===== config.mk =====
export PLATFORM = sky130hd
export DESIGN_NAME = mmu_sel_arbiter
export DESIGN_NICKNAME = d
export VERILOG_FILES = /design/src/rtl/mmu_pkg.sv /design/src/rtl/mmu_rr_pick.sv /design/src/rtl/mmu_sel_arbiter.sv
export SDC_FILE = /design/constraint.sdc
export NUM_CORES = 1
export LEC_CHECK = 0
export CORE_ASPECT_RATIO = 1.5
export CORE_MARGIN = 3
export CORE_UTILIZATION = 40
export CTS_BUF_LIST = sky130_fd_sc_hd__clkbuf_8
export CTS_CLUSTER_SIZE = 14
export DETAILED_ROUTE_END_ITERATION = 16
export HOLD_SLACK_MARGIN = 0.15
export PLACE_DENSITY = 0.61
export REMOVE_ABC_BUFFERS = 1
export SYNTH_ARGS = -nofsm -noshare
export SYNTH_HDL_FRONTEND = slang
export SYNTH_HIERARCHICAL = 1
export SYNTH_SLANG_ARGS = --single-unit

===== constraint.sdc =====
create_clock -name clk -period 2.7 [get_ports clk]
set_clock_uncertainty 0.2 [all_clocks]
set_input_delay 0.27 -clock clk [delete_from_list [all_inputs] [get_ports clk]]
set_output_delay 0.27 -clock clk [all_outputs]
set_load 0.005 [all_outputs]

===== src/rtl/mmu_pkg.sv =====
// Shared MMU arbitration definitions: sequencer state encoding and default sizing.
package mmu_pkg;

  typedef enum logic [1:0] {
    ST_IDLE  = 2'd0,
    ST_DRIVE = 2'd1,
    ST_WAIT  = 2'd2,
    ST_DONE  = 2'd3
  } state_e;

  localparam int NUM_PORTS_DEFAULT = 3;
  localparam int TIMEOUT_DEFAULT   = 16;

endpackage


===== src/rtl/mmu_rr_pick.sv =====
// Combinational round-robin picker: first set request at or above ptr, wrapping.
module mmu_rr_pick #(
  parameter int NUM_PORTS = 3,
  parameter int PW        = (NUM_PORTS > 1) ? $clog2(NUM_PORTS) : 1
) (
  input  logic [NUM_PORTS-1:0] req,
  input  logic [PW-1:0]        ptr,
  output logic [NUM_PORTS-1:0] gnt,
  output logic                 any
);

  localparam logic [PW:0] NP_W = (PW+1)'(NUM_PORTS);

  logic [PW:0]   sum;
  logic [PW-1:0] idx;

  // Scan offsets from farthest to nearest so the nearest set bit overwrites last.
  always_comb begin
    gnt = '0;
    any = 1'b0;
    sum = '0;
    idx = '0;
    for (int k = NUM_PORTS - 1; k >= 0; k--) begin
      sum = {1'b0, ptr} + (PW+1)'(k);
      if (sum >= NP_W) sum = sum - NP_W;
      idx = sum[PW-1:0];
      if (req[idx]) begin
        gnt      = '0;
        gnt[idx] = 1'b1;
        any      = 1'b1;
      end
    end
  end

endmodule


===== src/rtl/mmu_sel_arbiter.sv =====
// Round-robin arbiter/sequencer for the MMU selector: grant, drive pulse, wait for free, done.
module mmu_sel_arbiter
  import mmu_pkg::*;
#(
  parameter int NUM_PORTS = NUM_PORTS_DEFAULT,
  parameter int TIMEOUT   = TIMEOUT_DEFAULT
) (
  input  logic                 clk,
  input  logic                 rstn,
  input  logic [NUM_PORTS-1:0] i_req,
  input  logic                 i_free,
  output logic [NUM_PORTS-1:0] o_select,
  output logic                 o_drive,
  output logic [NUM_PORTS-1:0] o_done,
  output logic                 o_timeout,
  output logic                 o_busy,
  output logic                 o_err,
  output state_e               o_dbg_state
);

  // Handshake: a requester holds i_req high until its o_done pulse; the selector sees a
  // one-hot o_select that is stable from the o_drive pulse until o_done, and answers
  // with a single-cycle i_free pulse, which is only legal while the sequencer waits.

  localparam int PW = (NUM_PORTS > 1) ? $clog2(NUM_PORTS) : 1;
  localparam int CW = $clog2(TIMEOUT);
  localparam logic [CW-1:0] CNT_LAST = CW'(TIMEOUT - 1);
  localparam logic [PW-1:0] PTR_LAST = PW'(NUM_PORTS - 1);

  state_e                 state_q, state_d;
  logic [NUM_PORTS-1:0]   sel_q, sel_d;
  logic                   drive_q, drive_d;
  logic [NUM_PORTS-1:0]   done_q, done_d;
  logic                   timeout_q, timeout_d;
  logic                   err_q, err_d;
  logic [PW-1:0]          ptr_q, ptr_d;
  logic [CW-1:0]          cnt_q, cnt_d;

  logic [NUM_PORTS-1:0]   gnt;
  logic                   gnt_any;
  logic [PW-1:0]          grant_idx;

  mmu_rr_pick #(
    .NUM_PORTS (NUM_PORTS),
    .PW        (PW)
  ) u_pick (
    .req (i_req),
    .ptr (ptr_q),
    .gnt (gnt),
    .any (gnt_any)
  );

  always_comb begin
    grant_idx = '0;
    for (int i = 0; i < NUM_PORTS; i++) begin
      if (sel_q[i]) grant_idx = PW'(i);
    end
  end

  always_comb begin
    state_d   = state_q;
    sel_d     = sel_q;
    drive_d   = 1'b0;
    done_d    = '0;
    timeout_d = 1'b0;
    ptr_d     = ptr_q;
    cnt_d     = cnt_q;
    err_d     = err_q | (i_free && (state_q != ST_WAIT));

    case (state_q)
      ST_IDLE: begin
        if (gnt_any) begin
          sel_d   = gnt;
          drive_d = 1'b1;
          state_d = ST_DRIVE;
        end
      end
      ST_DRIVE: begin
        cnt_d   = '0;
        state_d = ST_WAIT;
      end
      ST_WAIT: begin
        // A free arriving on the last counted cycle still wins over the timeout.
        if (i_free) begin
          done_d  = sel_q;
          state_d = ST_DONE;
        end else if (cnt_q == CNT_LAST) begin
          done_d    = sel_q;
          timeout_d = 1'b1;
          state_d   = ST_DONE;
        end else begin
          cnt_d = cnt_q + 1'b1;
        end
      end
      ST_DONE: begin
        ptr_d   = (grant_idx == PTR_LAST) ? '0 : grant_idx + 1'b1;
        sel_d   = '0;
        state_d = ST_IDLE;
      end
      default: state_d = ST_IDLE;
    endcase
  end

  always_ff @(posedge clk or negedge rstn) begin
    if (!rstn) begin
      state_q   <= ST_IDLE;
      sel_q     <= '0;
      drive_q   <= 1'b0;
      done_q    <= '0;
      timeout_q <= 1'b0;
      err_q     <= 1'b0;
      ptr_q     <= '0;
      cnt_q     <= '0;
    end else begin
      state_q   <= state_d;
      sel_q     <= sel_d;
      drive_q   <= drive_d;
      done_q    <= done_d;
      timeout_q <= timeout_d;
      err_q     <= err_d;
      ptr_q     <= ptr_d;
      cnt_q     <= cnt_d;
    end
  end

  assign o_select    = sel_q;
  assign o_drive     = drive_q;
  assign o_done      = done_q;
  assign o_timeout   = timeout_q;
  assign o_busy      = (state_q != ST_IDLE);
  assign o_err       = err_q;
  assign o_dbg_state = state_q;

endmodule


Word-level counts from Yosys, hierarchy flattened:

Index checks and enable logic that the tools add are counted.

* register bits: 17
* output and inout bits: 12
* word-level logic and storage cells: 87

* add/subtract/negate cells: 7
* $lt $le $gt $ge: 9
* eq/ne operators: 10
* muxes and demuxes: 41
* bitwise gates (word level): 1
* reductions and logical operators: 11

Operators with widths (count)
* $mux 3: 7
* $mux 2: 8
* $mux 1: 15
* $lt 2x3->1 const B: 3
* $mux 4: 2
* $ne 2x2->1 const B: 4
* $pmux 2 s4: 1
* $pmux 4 s2: 1
* $bmux 1 s2: 3
* $demux 1 s2: 3
* $eq 2x2->1 const B: 3
* $ge 2x1->1 const B: 3
* $ge 3x2->1 const B: 2
* $pmux 3 s2: 1
* $reduce_bool 2->1: 3
* $sub 2x2->2 const B: 3
* $add 4x1->4 const B: 1
* $eq 4x4->1 const B: 1
* $logic_and 1x1->1: 4
* $reduce_and 2->1: 2
* $add 2x1->3 const B: 1
* $add 2x2->3 const B: 1
* $ne 3x3->1 const B: 1
* $reduce_and 3->1: 1
* other kinds (5): 5

Logic depth before layout (Yosys ltp):

* depth after elaboration: 12
* depth in mapped cells: 10
* mapped depth without buffers: 9

Cells and area by module:

The synthesis kept the hierarchy.

By module, submodules not included
* mmu_sel_arbiter: instances 1, cells an instance 72, area each 814.5 um^2, seq. area each 425.4 um^2
* mmu_rr_pick: instances 1, cells an instance 35, area each 241.5 um^2, seq. area each 0.0 um^2

Worst setup path after synthesis:

OpenSTA, ideal clock, no wires.

* path type: register to register
* start: register ptr_q[1]
* end: register state_q[1], in the netlist o_dbg_state[1]
* library setup time: 0.128 ns
* data arrival time: 1.860 ns
* setup slack: 0.512 ns
* stages on the path, launching flop included: 11
* buffers on the path: 1
* clock period less this slack: 2.188 ns
* cells stage by stage: dfrtp_1 > inv_1 > ha_1 > clkbuf_2 > mux2i_1 > o21ai_0 > nor2_1 > nand2_1 > and2b_1 > a21oi_2 > mux2_1

* cells in the longest elaborated chain, start to end: 10

Ends and longest elaborated chain
* start, declared: RTL line mmu_sel_arbiter.sv:36 `logic [PW-1:0] ptr_q, ptr_d;`
* start signal, assigned: RTL line mmu_sel_arbiter.sv:121 `ptr_q <= ptr_d;`
* $add 2x2->3: RTL line mmu_rr_pick.sv:24 `sum = {1'b0, ptr} + (PW+1)'(k);`
* $ge 3x2->1 / $sub 2x2->2 (equally long branches): RTL line mmu_rr_pick.sv:25 `if (sum >= NP_W) sum = sum - NP_W;`
* $mux 2: RTL line mmu_rr_pick.sv:25
* $bmux 1 s2: RTL line mmu_rr_pick.sv:27 `if (req[idx]) begin`
* $mux 1 (implied by the code): RTL line mmu_rr_pick.sv:27
* $mux 1 (2 in series): RTL line mmu_rr_pick.sv:27
* $mux 1 *: RTL line mmu_rr_pick.sv:27
* via gnt_any: RTL line mmu_sel_arbiter.sv:40 `logic gnt_any;`
* $ne 2x2->1 (no source line) *
* $reduce_and 2->1 (no source line) *
* end signal, assigned: RTL line mmu_sel_arbiter.sv:115 `state_q <= state_d;`
* end, declared: RTL line mmu_sel_arbiter.sv:30 `state_e state_q, state_d;`

Mark *: on every way through the listed nets, which the timed path passes. The rest lies on a longest branch. The select of a mux whose other input is x is not followed.
A chain may end at the register's enable or synchronous reset.

Final worst setup path:

* start: register ptr_q[0]
* end: register state_q[1], in the netlist o_dbg_state[1]

Same word-level chain as after synthesis.

==> results.tsv <==
stage	metric	value	unit
status	status	complete, no violations	
sta	fin_crit_sh	0.9062	
cells_and_area	final_cells	149	
critical_path	r2r_slack	250	ps
cells_and_area	antenna-diode-count	0	
logic_synthesis	yosys.area.top_type_share	0.4028	
sta	hold_viol_final	0	
cells_and_area	finalNetCount	142	
sta	max-slew-margin-rel	0.4893	
clock_network	clk_latency	240	ps
clock_network	cts.repair.resized	0	
route	postRouteAntennaNets	0	
place	place_ws	265.5	ps
place	place_inst	145	
pwr	combPwrFrac	0.550	
clock_network	cts_root_buf	clkbuf_8	
pwr	ir_drop	0.0004460	V
sta	slew_viol_final	0	
grt	gr-usage-all-layers	0.1577	
grt	grt_pass1_vias	907	
clock_network	htreeDepth	1	
route	routedWlPerCell	14.45	um
critical_path	critPathKind	reg2reg	
die	die_x	47.95	um
pwr	cellPowerDensity	1011	nW/um2
critical_path	critical_path.startpoint_type	flop	
critical_path	crit_arrival	2370	ps
sta	max_freq	408.7	MHz
critical_path	worstPathMaxFanout	9	
die	start_util	0.4263	
place	dp_hpwl	1.743	mm
critical_path	r2r_start	ptr_q[0]	
critical_path	crit_start	ptr_q[0]	
job	maxCapViolations	0	
sta	setup_tns	0	ps
clock_network	post_cts_buffers	0	
pwr	p_sw	0.0005306	W
logic_synthesis	syn_inst	107	
critical_path	setup.worst_path.end_class	flop	
pwr	clockPowerShare	0.140	
logic_synthesis	async_reset_ff_frac	1.000	
die	dieArea	3305	um2
logic_synthesis	syn_area	1056	um2
die	die_y	68.93	um
cells_and_area	drive_gt1_frac	0.07200	
logic_synthesis	synth.ff_latch_count	17	
cells_and_area	syn2layout_area_growth	21.33	%
clock_network	cts_made_buffers	3	
pwr	leakagePower	0.5670	nW
grt	antenna_found_initial	0	
clock_network	cts_tree	built	
grt	grtUsageMet3	0.02078	
die	rows	22	
logic_synthesis	synth-edff-count	0	
grt	grtUsageMet1	0.1683	
logic_synthesis	synth_most_common_cell	dfrtp_1	
sta	setup_viol	0	
min_path	holdCritPathClass	in2async	
grt	grt-ovfl-total	0	
grt	grt_max_degree	18	
grt	grt-busiest-layer	met2	
logic_synthesis	ys_types	40	
grt	use_met2	0.2997	
clock_network	clkSinkCount	17	
sta	fin_hold_ws	272.0	ps
grt	grt_pass1_wl	3.815	mm
logic_synthesis	yosys.area.top_type	dfrtp_1	
place	place_congestion	0.7692	
clock_network	postCtsHoldBufs	0	
route	dr.first_iter.drc_count	21	
route	vias_per_cell	5.725	
pwr	seq_power_share	0.309	
sta	grt_setup_unrepaired	no	
clock_network	clockBufferDepth	2	
route	drc	0	
die	ios	18	
logic_synthesis	synth.top_cells.by_count	17 x dfrtp_1, 10 x ha_1, 9 x nand2_1	
logic_synthesis	yosysSeqAreaShare	0.4028	
route	first_pass_iters	4	
logic_synthesis	avgSynthCellArea	9.869	um2
die	core_area	2477	um2
sta	setup_ws	253.3	ps
logic_synthesis	synth_area_leaders	dfrtp_1 40%, ha_1 12%, nand2_1 3.2%	
pwr	intPower	0.0007650	W
logic_synthesis	yosysWarnings	6	
place	io_buffer_count	17	
route	drt-total-wl	2.153	mm
route	via_count	853	
clock_network	path_clk_slew	60	ps
critical_path	cp.required	2630	ps
sta	layout_min_cycle_time	2447	ps
logic_synthesis	synth_flop_cell	dfrtp_1	
pwr	switching_share	0.4095	
sta	tightest_slew	763.7	ps
cells in the final DEF (no fill, tap or decap), types with 3 or more instances in the layout:
master            n
ha_1             10
a21oi_1           6
nand2_1           9
clkbuf_8          3
a22oi_1           3
nor2_1            7
nand3_1           3
o21ai_0           4
clkdlybuf4s50_1  17
inv_1             7
o22ai_1           3
nor2b_1           3
mux2i_1           3
nor3_1            3
and3_1            3
dfrtp_1          17
power groups by stage:
stage / logic (W) / registers, W / clock network [W]
after floorplan: 0.000502 / 0.000392 / 0
after global placement: 0.000707 / 0.000402 / 0
after detailed placement: 0.000713 / 0.000407 / 0
after CTS: 0.000720 / 0.000402 / 0.000188
after global routing: 0.000812 / 0.000415 / 0.000200
final: 0.000713 / 0.000401 / 0.000182
sequential cells by signal, summed over array words and instances, names as in the netlist:
| signal | count |
|---|---|
| cnt_q | 4 |
| o_done | 3 |
| o_select | 3 |
| o_dbg_state | 2 |
| ptr_q | 2 |
| o_drive | 1 |
| o_err | 1 |
| o_timeout | 1 |
worst max-delay path, stage by stage (launching register included):
cell and delay [ps]:
dfrtp_1 400, inv_1 80, ha_1 430, nand2_1 140, o22ai_1 220, nor2_1 70
nand2_1 70, and2b_1 240, a21oi_2 150, mux2_1 340
final timing paths:
path | to | depth (start not counted)
setup / recovery | o_dbg_state[1] | 9
hold / removal | cnt_q[0] | 1
setup reg to reg | o_dbg_state[1] | 9
hold reg to reg | o_err | 1
max in group asynchronous | o_select[1] | 1
min in group clk | o_err | 1
stage by stage:
stage,util,area (um2),total power [W]
after floorplan,-,1035,0.0008934
after global routing,0.5172,1281,0.001427
after global placement,0.4985,1235,0.001109
final,0.5172,1281,0.001296
after detailed placement,0.4985,1235,0.001120
after CTS,0.5172,1281,0.001311
kinds of logic after synthesis:
kind of cell / after synthesis / share of synthesized area
muxes: 5 / 0.04976
DFF: 17 / 0.4028
adders and majority gates: 10 / 0.1185
and+or+nand+nor: 36 / 0.1813
AOI/OAI and AO/OA: 27 / 0.1860
buffers and inverters: 10 / 0.04502
xor gates and xnor gates: 2 / 0.01659
metal layers:
metal | vias up | routed length (um)
li1 | 418 | -
met1 | 419 | 838
met2 | 14 | 1229
met3 | 2 | 58
met4 | 0 | 27
met5 | - | 0
layout make-up:
cell class              instances  area [um2]
fillers                       235        1196
multi-input cells              80       583.1
flip-flops and latches         17       425.4
repair buffers                 17       170.2
clock buffers                   3       41.29
well taps                      24       30.03
inverters                       7       26.28
clock inverters                 1       5.005
Power figures use the tool's default switching activity.
